===== config.mk =====
export PLATFORM = sky130hd
export DESIGN_NAME = io_irq_ctrl
export DESIGN_NICKNAME = d
export VERILOG_FILES = /design/src/rtl/io_irq_ctrl.sv
export SDC_FILE = /design/constraint.sdc
export NUM_CORES = 1
export LEC_CHECK = 0
export CAP_MARGIN = 20
export CORE_MARGIN = 5
export CORE_UTILIZATION = 35
export DETAILED_ROUTE_END_ITERATION = 12
export GPL_TIMING_DRIVEN = 0
export PLACE_DENSITY = 0.7
export SLEW_MARGIN = 20
export SYNTH_ARGS = -nofsm -noshare
export SYNTH_HDL_FRONTEND = slang
export SYNTH_SLANG_ARGS = --single-unit

===== constraint.sdc =====
create_clock -name clk -period 3.3 [get_ports clk]
set_clock_uncertainty 0.2 [all_clocks]
set_input_delay 0.66 -clock clk [delete_from_list [all_inputs] [get_ports clk]]
set_output_delay 0.66 -clock clk [all_outputs]
set_load 0.01 [all_outputs]

===== src/rtl/io_irq_ctrl.sv =====
// io_irq_ctrl: receive FIFO with interrupt/retry FSM toward the core,
// plus a one-word output holding register with overrun detection.
module io_irq_ctrl #(
  parameter int DEPTH = 4,
  parameter int RETRY = 16
) (
  input  logic        clk,
  input  logic        reset,
  input  logic [15:0] dev_in_data,
  input  logic        dev_in_valid,
  output logic        dev_in_ready,
  output logic [15:0] data_in,
  output logic        interrupt,
  input  logic        rd_ack,
  input  logic [15:0] data_out,
  input  logic        wr_strobe,
  output logic [15:0] dev_out_data,
  output logic        dev_out_valid,
  input  logic        dev_out_ready,
  output logic        ovr
);
  localparam int AW = $clog2(DEPTH);
  localparam int RW = $clog2(RETRY + 1);
  localparam logic [1:0] IDLE = 2'd0, REQ = 2'd1, WAIT = 2'd2;

  logic [15:0]   mem [DEPTH];
  logic [AW-1:0] wr_ptr, rd_ptr;
  logic [AW:0]   count;
  logic [1:0]    state, state_nx;
  logic [RW-1:0] retry;
  logic          push, pop, accept;

  assign dev_in_ready = count != (AW+1)'(DEPTH);
  assign data_in      = count != '0 ? mem[rd_ptr] : 16'h0000;
  assign push         = dev_in_valid & dev_in_ready;
  assign pop          = rd_ack & (count != '0);
  assign accept       = wr_strobe & (~dev_out_valid | dev_out_ready);

  // a pop always wins over any pending request transition
  assign state_nx = state == IDLE ? ((count != '0 && !pop) ? REQ : IDLE)
                  : state == REQ  ? (pop ? IDLE : WAIT)
                  : pop ? IDLE : (retry == RW'(RETRY - 1) ? REQ : WAIT);

  always_ff @(posedge clk)
    if (push) mem[wr_ptr] <= dev_in_data;

  always_ff @(posedge clk or negedge reset)
    if (!reset) begin
      wr_ptr    <= '0;
      rd_ptr    <= '0;
      count     <= '0;
      state     <= IDLE;
      retry     <= '0;
      interrupt <= 1'b0;
    end else begin
      wr_ptr    <= wr_ptr + AW'(push);
      rd_ptr    <= rd_ptr + AW'(pop);
      count     <= count + (AW+1)'(push) - (AW+1)'(pop);
      state     <= state_nx;
      retry     <= (state == WAIT && state_nx == WAIT) ? retry + 1'b1 : '0;
      interrupt <= state_nx == REQ;
    end

  always_ff @(posedge clk or negedge reset)
    if (!reset) begin
      dev_out_data  <= 16'h0000;
      dev_out_valid <= 1'b0;
      ovr           <= 1'b0;
    end else begin
      if (accept) dev_out_data <= data_out;
      dev_out_valid <= accept | (dev_out_valid & ~dev_out_ready);
      if (wr_strobe & dev_out_valid & ~dev_out_ready) ovr <= 1'b1;
    end
endmodule

==> results.py <==
metrics = {
    "power_and_ir_drop": {
        "ir_worst_vdd_v": 0.000572,
        "p_leak_nw": 1.80,
        "power_frac_comb_pct": 37.2,
        "seqPwrFrac_pct": 44.2,
        "power_density_mw_per_mm2": 769,
        "switching_share_pct": 29.9,
        "p_int_w": 0.00267,
        "p_sw_w": 0.00114,
        "clock_power_share_pct": 18.6,
    },
    "yosys": {
        "yosysWarnings": 0,
        "synth.avg_cell_area_um2": 19.0,
        "synth_cells": 199,
        "synth-edff-count": 64,
        "yosysSeqAreaShare_pct": 72.9,
        "yosysUniqueCellTypes": 31,
        "synth_flop_cell": "edfxtp_1",
        "yosys_register_bits": 97,
        "postSynth.asyncResetShare_pct": 34.0,
        "synth_fp_nets": 243,
        "syn_area_mm2": 0.00377,
    },
    "timing": {
        "relSlewSlack_pct": 43.1,
        "min_period_ns": 3.12,
        "fmax_mhz": 320,
        "maxSlewViolCount": 0,
        "hold_violations": 0,
        "finalSetupViolations": 0,
        "worst_hold_slack_ns": 0.274,
        "worst_pin_slew_ns": 0.853,
        "finalCritPeriodShare_pct": 94.6,
        "rsz0062_at_grt": "no",
    },
    "run_status": {
        "status": "completed",
    },
    "global_routing": {
        "grt_max_degree": 32,
        "grt_pass1_vias": 2150,
        "grt-busiest-layer": "met2",
        "antenna_found_initial": 0,
        "grt_pass1_wl_mm": 11.2,
        "grtUsageMet1_pct": 13.9,
        "grt_usage_pct": 11.2,
        "met2_usage_pct": 19.2,
        "overflow": 0,
        "grtUsageMet3_pct": 2.28,
    },
    "critical_path": {
        "cp_data_arrival_time_ns": 2.26,
        "crit_type": "register to primary output",
        "cp-end-kind": "primary output",
        "crit_required_ns": 2.44,
        "critPathMaxFanout": 10,
        "cp-start-kind": "register",
    },
    "cts": {
        "cts_sinks": 97,
        "cts_max_level": 3,
        "postCtsSetupRepairBufs": 0,
        "clockBufferDepth": 2,
        "root_buffer": "clkbuf_8",
        "clock_latency_ns": 0.35,
        "cts_tree": "done",
        "cts_buffers": 9,
        "clk_pin_slew_ns": 0.10,
    },
    "detailed_routing": {
        "routedWlPerCell_um": 15.7,
        "ant_nets": 0,
        "drc": 0,
        "routed_wl_mm": 6.83,
        "first_pass_iters": 4,
        "vias_per_cell": 4.58,
        "drt_iter0_markers": 69,
        "via_count": 1999,
    },
    "floorplanning": {
        "start_util_pct": 35.3,
        "core_mm2": 0.0107,
        "dieHeight_um": 114,
        "ios": 74,
        "rows": 38,
        "die-area_mm2": 0.0130,
        "die_x_um": 114,
    },
    "final_layout": {
        "fin_nets": 335,
        "drive_gt1_share_pct": 20.9,
        "postLayoutCoreUtil_pct": 46.3,
        "diodes": 0,
        "multi_input_area_um2": 981,
        "num-fill-cells": 952,
        "seq_area_mm2": 0.00275,
        "syn2layout_area_growth_pct": 31.4,
    },
    "placement": {
        "place_hpwl_mm": 4.82,
        "gp_congestion": 0.687,
        "io_buffers": 73,
    },
    "run": {
        "cap_violations": 0,
    },
    "hold_path": {
        "worstHoldPathType": "register to register",
    },
}
## power groups by stage
stage	Sequential, W	Combinational [W]	Clock (W)
floorplan	0.00170	0.000775	0
global placement	0.00170	0.00138	0
detailed placement	0.00171	0.00144	0
CTS	0.00168	0.00145	0.000739
global route	0.00172	0.00153	0.000789
finish	0.00168	0.00142	0.000710
## path summary, 6_finish.rpt
kind / from / endpoint / slack [ns] / cells past startpoint
setup / recovery: rd_ptr[0] / data_in[9] / 0.18 / 5
hold / removal: retry[0] / retry[0] / 0.27 / 1
setup reg to reg: count[1] / count[2] / 0.70 / 9
hold reg to reg: retry[0] / retry[0] / 0.27 / 1
max in group asynchronous: reset / state[0] / 2.10 / 3
min in group asynchronous: reset / dev_out_data[1] / 0.43 / 2
## placed cells by master, fill, tap and decap left out, types with 2 or more instances in the layout
cell	n
and3_1	2
buf_2	4
buf_4	6
buf_6	2
clkbuf_8	10
clkdlybuf4s50_1	72
clkinv_2	2
dfrtp_1	33
edfxtp_1	64
ha_1	5
inv_1	6
mux2_1	10
mux2_2	6
mux4_2	16
nand2_1	5
nand2b_1	3
nor2_2	5
nor2b_1	16
nor3b_2	2
o21ai_0	2
xnor2_1	4
xor2_1	3
## logic make-up (layout without fill, tap and decap cells)
family,count (synthesis),in the layout,share of synthesized area [%]
DFF,97,97,72.9
buffers and inverters,13,110,1.69
AOI/OAI and AO/OA,5,5,0.829
and+or+nand+nor,39,39,6.47
muxes,32,32,14.3
xor gates and xnor gates,7,7,1.63
adders and majority gates,6,6,2.19
## synth_stat cells (2+ instances only)
master	n	area, um^2
xor2_1	3	26.3
nor2_2	5	31.3
mux4_2	16	360
mux2_2	6	67.6
nand2_1	5	18.8
buf_2	3	15.0
nand2b_1	3	18.8
inv_1	6	22.5
nor3b_1	2	15.0
ha_1	5	62.6
nor2b_1	16	100
and3_1	2	12.5
dfrtp_1	33	826
xnor2_1	4	35.0
mux2_1	10	113
o21ai_0	2	10.0
edfxtp_1	64	1920
## through the flow
| step | std cells | power (W) | worst slack, ns | TNS (ns) | area [um^2] |
|---|---|---|---|---|---|
| after floorplan | 199 | 0.00247 | 0.639 | 0 | 3770 |
| after global placement | 412 | 0.00307 | -0.754 | -32.28 | 4680 |
| after detailed placement | 419 | 0.00314 | 0.290 | 0 | 4760 |
| after global routing | 436 | 0.00404 | 0.0431 | 0 | 4950 |
| after CTS | 436 | 0.00387 | 0.0419 | 0 | 4950 |
| final | 436 | 0.00381 | 0.179 | 0 | 4950 |
## critical path, stage by stage (launching register included)
cell and delay (ns):
dfrtp_1 0.33, buf_4 0.22, buf_6 0.21, mux4_2 0.52, nor2b_1 0.15, clkdlybuf4s50_1 0.48
## layer usage
| layer | share of wire (%) | wire length [um] | vias to the layer above |
|---|---|---|---|
| li1 | - | - | 931 |
| met1 | 42 | 2840 | 1017 |
| met2 | 53 | 3650 | 43 |
| met3 | 3.1 | 215 | 8 |
| met4 | 1.8 | 120 | 0 |
| met5 | 0 | 0 | - |
## timing repair
item | CTS | global route
gates cloned | 0 | 0
endpoints found under the setup margin | 10 | 4
resized for setup | 1 | 1
endpoints found under the hold margin | 2 | 0
hold buffers | 1 | 0
## layout make-up
type	instances	area share (%)
Timing Repair Buffer	81	16.2
Buffer	6	0.783
Inverter	7	0.530
Sequential cell	97	55.5
Clock inverter	5	0.783
Tap cell	140	3.54
Clock buffer	11	2.85
Multi-Input combinational cell	89	19.8
## state kept, by name, indices dropped and copies added, names as in the netlist
register,count
count,3
dev_out_data,16
dev_out_valid,1
interrupt,1
mem,64
ovr,1
rd_ptr,2
retry,5
state,2
wr_ptr,2
No activity file was read; power rests on OpenSTA's default activity.
